File: config.mk
export PLATFORM = sky130hd
export DESIGN_NAME = hazard_unit
export DESIGN_NICKNAME = d
export VERILOG_FILES = /design/src/rtl/hazard_pkg.sv /design/src/rtl/forward_sel.sv /design/src/rtl/hazard_unit.sv
export SDC_FILE = /design/constraint.sdc
export NUM_CORES = 1
export LEC_CHECK = 0
export BUFFER_PORTS_ARGS = -buffer_cell sky130_fd_sc_hd__buf_2
export CAP_MARGIN = 30
export CORE_MARGIN = 5
export CORE_UTILIZATION = 53
export CTS_CLUSTER_DIAMETER = 60
export DETAILED_ROUTE_END_ITERATION = 10
export GPL_TIMING_DRIVEN = 1
export PLACE_DENSITY = 0.94
export SETUP_SLACK_MARGIN = 0.4
export SYNTH_ARGS = -nofsm -noshare
export SYNTH_HDL_FRONTEND = slang
export SYNTH_SLANG_ARGS = --single-unit
File: constraint.sdc
create_clock -name clk -period 4.5 [get_ports clk]
set_clock_uncertainty 0.1 [all_clocks]
set_input_delay 0.45 -clock clk [delete_from_list [all_inputs] [get_ports clk]]
set_output_delay 0.45 -clock clk [all_outputs]
set_load 0.005 [all_outputs]
File: src/rtl/hazard_pkg.sv
// hazard_pkg: shared types and constants for the pipeline hazard controller.
package hazard_pkg;
    typedef enum logic [1:0] {FWD_RF = 2'b00, FWD_WB = 2'b01, FWD_MEM = 2'b10} fwd_sel_t;
    typedef enum logic {RUN, MEM_WAIT} hz_state_t;
    localparam logic [1:0] RESULT_SRC_LOAD = 2'b01;
endpackage

File: src/rtl/forward_sel.sv
// forward_sel: picks the bypass source for one execute-stage ALU operand.
module forward_sel
    import hazard_pkg::*;
#(
    parameter int REG_ADDR_W = 5
) (
    input  logic [REG_ADDR_W-1:0] RsE,
    input  logic [REG_ADDR_W-1:0] RdM,
    input  logic [REG_ADDR_W-1:0] RdW,
    input  logic                  RegWriteM,
    input  logic                  RegWriteW,
    output fwd_sel_t              fwd
);
    // The memory stage holds the younger result, so it wins over writeback.
    always_comb
        fwd = (RegWriteM && RdM != '0 && RdM == RsE) ? FWD_MEM :
              (RegWriteW && RdW != '0 && RdW == RsE) ? FWD_WB  : FWD_RF;
endmodule

File: src/rtl/hazard_unit.sv
// hazard_unit: forwarding selects, stall/flush enables, memory-wait FSM and
// saturating stall/flush event counters for the five-stage core.
module hazard_unit
    import hazard_pkg::*;
#(
    parameter int REG_ADDR_W  = 5,
    parameter int CNT_W       = 16,
    parameter int MEM_TIMEOUT = 64
) (
    input  logic                  clk,
    input  logic                  rst_n,
    input  logic [REG_ADDR_W-1:0] Rs1D,
    input  logic [REG_ADDR_W-1:0] Rs2D,
    input  logic [REG_ADDR_W-1:0] Rs1E,
    input  logic [REG_ADDR_W-1:0] Rs2E,
    input  logic [REG_ADDR_W-1:0] RdE,
    input  logic [1:0]            ResultSrcE,
    input  logic                  PCSrcE,
    input  logic [REG_ADDR_W-1:0] RdM,
    input  logic [REG_ADDR_W-1:0] RdW,
    input  logic                  RegWriteM,
    input  logic                  RegWriteW,
    input  logic                  MemReqM,
    input  logic                  MemReadyM,
    output logic [1:0]            ForwardAE,
    output logic [1:0]            ForwardBE,
    output logic                  StallF,
    output logic                  StallD,
    output logic                  StallE,
    output logic                  StallM,
    output logic                  FlushD,
    output logic                  FlushE,
    output logic                  FlushW,
    output logic                  MemErr,
    output logic [CNT_W-1:0]      StallCnt,
    output logic [CNT_W-1:0]      FlushCnt
);
    localparam int WW = $clog2(MEM_TIMEOUT) + 1;

    fwd_sel_t       fwd_a, fwd_b;
    hz_state_t      state, state_nx;
    logic [WW-1:0]  wait_cnt;
    logic           lw_stall, mem_stall, waiting, timeout;

    forward_sel #(.REG_ADDR_W(REG_ADDR_W)) u_fwd_a (
        .RsE(Rs1E), .RdM(RdM), .RdW(RdW),
        .RegWriteM(RegWriteM), .RegWriteW(RegWriteW), .fwd(fwd_a)
    );
    forward_sel #(.REG_ADDR_W(REG_ADDR_W)) u_fwd_b (
        .RsE(Rs2E), .RdM(RdM), .RdW(RdW),
        .RegWriteM(RegWriteM), .RegWriteW(RegWriteW), .fwd(fwd_b)
    );

    assign lw_stall  = ResultSrcE == RESULT_SRC_LOAD && RdE != '0 && (Rs1D == RdE || Rs2D == RdE);
    assign mem_stall = MemReqM && !MemReadyM;

    // A busy data memory freezes the whole pipe and masks load-use and branch effects.
    always_comb begin
        ForwardAE = rst_n ? fwd_a : FWD_RF;
        ForwardBE = rst_n ? fwd_b : FWD_RF;
        StallF    = rst_n && (mem_stall || (lw_stall && !PCSrcE));
        StallD    = StallF;
        StallE    = rst_n && mem_stall;
        StallM    = StallE;
        FlushD    = !rst_n || (!mem_stall && PCSrcE);
        FlushE    = !rst_n || (!mem_stall && (lw_stall || PCSrcE));
        FlushW    = !rst_n || mem_stall;
    end

    always_ff @(posedge clk)
        state <= !rst_n ? RUN : state_nx;

    always_comb
        state_nx = (state == RUN) ? (mem_stall ? MEM_WAIT : RUN) : (MemReadyM ? RUN : MEM_WAIT);

    always_comb begin
        waiting = state == MEM_WAIT;
        timeout = waiting && wait_cnt == WW'(MEM_TIMEOUT - 1);
    end

    // wait_cnt sits at zero in RUN, so it is clear on entry; it parks at the timeout value.
    always_ff @(posedge clk) begin
        if (!rst_n) begin
            wait_cnt <= '0;
            MemErr   <= 1'b0;
            StallCnt <= '0;
            FlushCnt <= '0;
        end else begin
            if (!waiting)
                wait_cnt <= '0;
            else if (!timeout)
                wait_cnt <= wait_cnt + 1'b1;
            if (timeout)
                MemErr <= 1'b1;
            if (StallF && !(&StallCnt))
                StallCnt <= StallCnt + 1'b1;
            if (FlushD && !(&FlushCnt))
                FlushCnt <= FlushCnt + 1'b1;
        end
    end
endmodule

==> qor.yml <==
status: "finished clean"
synth_top_family_by_area: "simple AND/OR/NAND/NOR gates"
worstSetupPathType: "input port to output port"
reg2reg_from: "StallCnt[2]"
row_count: 24
period_needed_ns: 2.676
worstPathArrival_ns: 2.13
synthesis.area_mm2: 0.002412
clockBufferDepth: 2
ys_ff_latch: 41
hpwl_mm: 4.780
reg2reg_slack_ns: 2.47
drtIter0Drc: 117
dr.pass1.iters: 4
peakVddDrop_mv: 0.1667
wirelength_mm: 6.144
cts_setup_buffers: 0
grt_pass1_vias: 2294
final_layout_size_suffix_gt1_frac: 0.3158
synth_enable_flop_cells: 0
yosys.area.top_type: "dfxtp_1"
track_usage: 0.1999
viasPerCell: 5.637
gr-total-overflow: 0
vias: 2328
max_cap_viol_count: 0
clkLatencyLatePin_ns: 0.29
drc: 0
cts_resized: 0
antenna_cells: 0
hold_end: "state"
min_path_cells: 2
timing.setup.tns_ns: 0
hold_violations: 0
worst_slew_pin_slew_ns: 0.5673
syn2layout_area_growth_pct: 22.93
async_flop_share: 0
grt_pass1_wl_mm: 10.15
rsz0062_at_grt: "no"
synth_top_area_share: 0.3402
final_cell_mix: "87 x buf_2, 41 x dfxtp_1, 29 x xor2_1"
synthXorXnorAreaFrac: 0.1743
nets: 407
reg2reg_depth: 6
crit_top_cell: "buf_2"
die_area_mm2: 0.006001
routedWlPerCell_um: 14.88
critPathBufInv: 3
slew_headroom: 0.6218
mostFrequentLayoutCell: "buf_2"
hold_start: "MemReadyM"
hp-class: "input port to flop"
start_kind: "input port"
initial_core_util: 0.5502
crit_path_max_incr_delay_ns: 0.53
synth_compound_area_frac: 0.1126
r2r-end: "StallCnt[13]"
ant_nets: 0
powerDensity_mw_per_mm2: 263.8
tritoncts.num_buffers: 5
h-tree-depth: 2
slew_viol_final: 0
hold_buffers: 0
synthCells: 276
gp_congestion: 0.9229
chipHeight_um: 77.47
synth_top_cells_by_area: "dfxtp_1 34%, xor2_1 11%, xnor2_1 6.9%"
utilization: 0.6764
synth_cell_types: 49
fillers: 354
core_mm2: 0.004384
crit_path_cell_trace: "buf_2 > or4_1 > nor2_2 > nor3b_2 > a31oi_4 > inv_2 > buf_2"
cts-root-buf: "clkbuf_8"
io_buffers: 87
synth-simple-area-share: 0.2863
setup_violations: 0
clk_pin_slew_ns: 0.08
grt_antenna_before_repair: 0
pin_count: 88
cp_max_fo: 22
clkSinkCount: 41
cp.required_ns: 3.95
cpLargestDelayFamily: "simple AND/OR/NAND/NOR gates"
power_leakage_nw: 1.276
synthAdderAreaFrac: 0.01556
synthMuxAreaShare: 0.02905
cp_slowest_cell: "or4_1"
worstSetupEndpointType: "output port"
die_x_um: 77.47
synth-seq-area-share: 0.3402
fin_crit_sh: 0.5948
cts_tree: "done"
synth_top_flop_cell: "dfxtp_1"
syn_nets: 323
avgSynthCellArea_um2: 8.740
max_freq_ghz: 0.3736
yosysWarnings: 0
grt_max_degree: 27
==> Yosys cell counts, types with 5 or more instances <==
master    count
xor2_1       29
mux2i_1       7
nor4_1        8
a21oi_2       6
nand2_1      21
nand4_1      11
nor2_1       25
xnor2_1      19
inv_1         5
and3_1        8
nand3_1      21
dfxtp_1      41
or4_1         6
clkbuf_1      5
==> where the power goes <==
| group | switching (mW) | internal, mW | leakage (nW) |
|---|---|---|---|
| registers | 0.00623 | 0.367 | 0.331 |
| clock network | 0.132 | 0.180 | 0.0574 |
| logic | 0.0520 | 0.0445 | 0.888 |
==> cell families (layout without fill, tap and decap cells) <==
| logic type | count (synthesis) | count (layout) |
|---|---|---|
| fa+ha+maj | 3 | 3 |
| simple gates | 125 | 125 |
| xor+xnor | 48 | 48 |
| buf+inv | 18 | 103 |
| compound gates | 34 | 34 |
| mux | 7 | 7 |
| flops | 41 | 41 |
==> metal layers <==
metal | track usage | routed length, um
met1 | 0.2330 | 2552
met2 | 0.3603 | 3046
met3 | 0.06366 | 474
met4 | 0.03608 | 70
met5 | 0 | 0
==> per-stage QoR <==
step	power [mW]	hold slack, ns	cell area [um^2]	setup slack [ns]	std cells
3_3_place_gp	0.4735	0.3485	2845	1.841	405
6_report	0.7822	0.2731	2965	1.824	413
2_1_floorplan	0.4361	0.3421	2412	2.366	276
3_5_place_dp	0.4776	0.3778	2845	1.828	405
5_1_grt	0.8130	0.2642	2965	1.662	413
4_1_cts	0.7861	0.2657	2965	1.837	413
==> area by class of cell <==
class | instances | area, um^2 | share of cell area
Clock inverter | 2 | 37.54 | 0.01266
Sequential cell | 41 | 820.8 | 0.2768
Clock buffer | 6 | 82.58 | 0.02785
Multi-Input combinational cell | 217 | 1490 | 0.5025
Timing Repair Buffer | 88 | 442.9 | 0.1494
Inverter | 7 | 26.28 | 0.008861
Tap cell | 52 | 65.06 | 0.02194
==> sequential cells by signal, indices dropped and copies added (netlist names) <==
signal    flops
FlushCnt     16
wait_cnt      7
MemErr        1
StallCnt     16
state         1
==> how the worst max path moves through the flow <==
stage | start | to | cells after the start
final | RdE[1] | StallD | 7
after global routing | rst_n | StallD | 6
after floorplan | RdE[1] | StallF | 6
after CTS | RdE[1] | StallD | 7
after detailed placement | RdE[1] | StallD | 7
after global placement | RdE[1] | StallF | 7
Power figures use the tool's default switching activity.
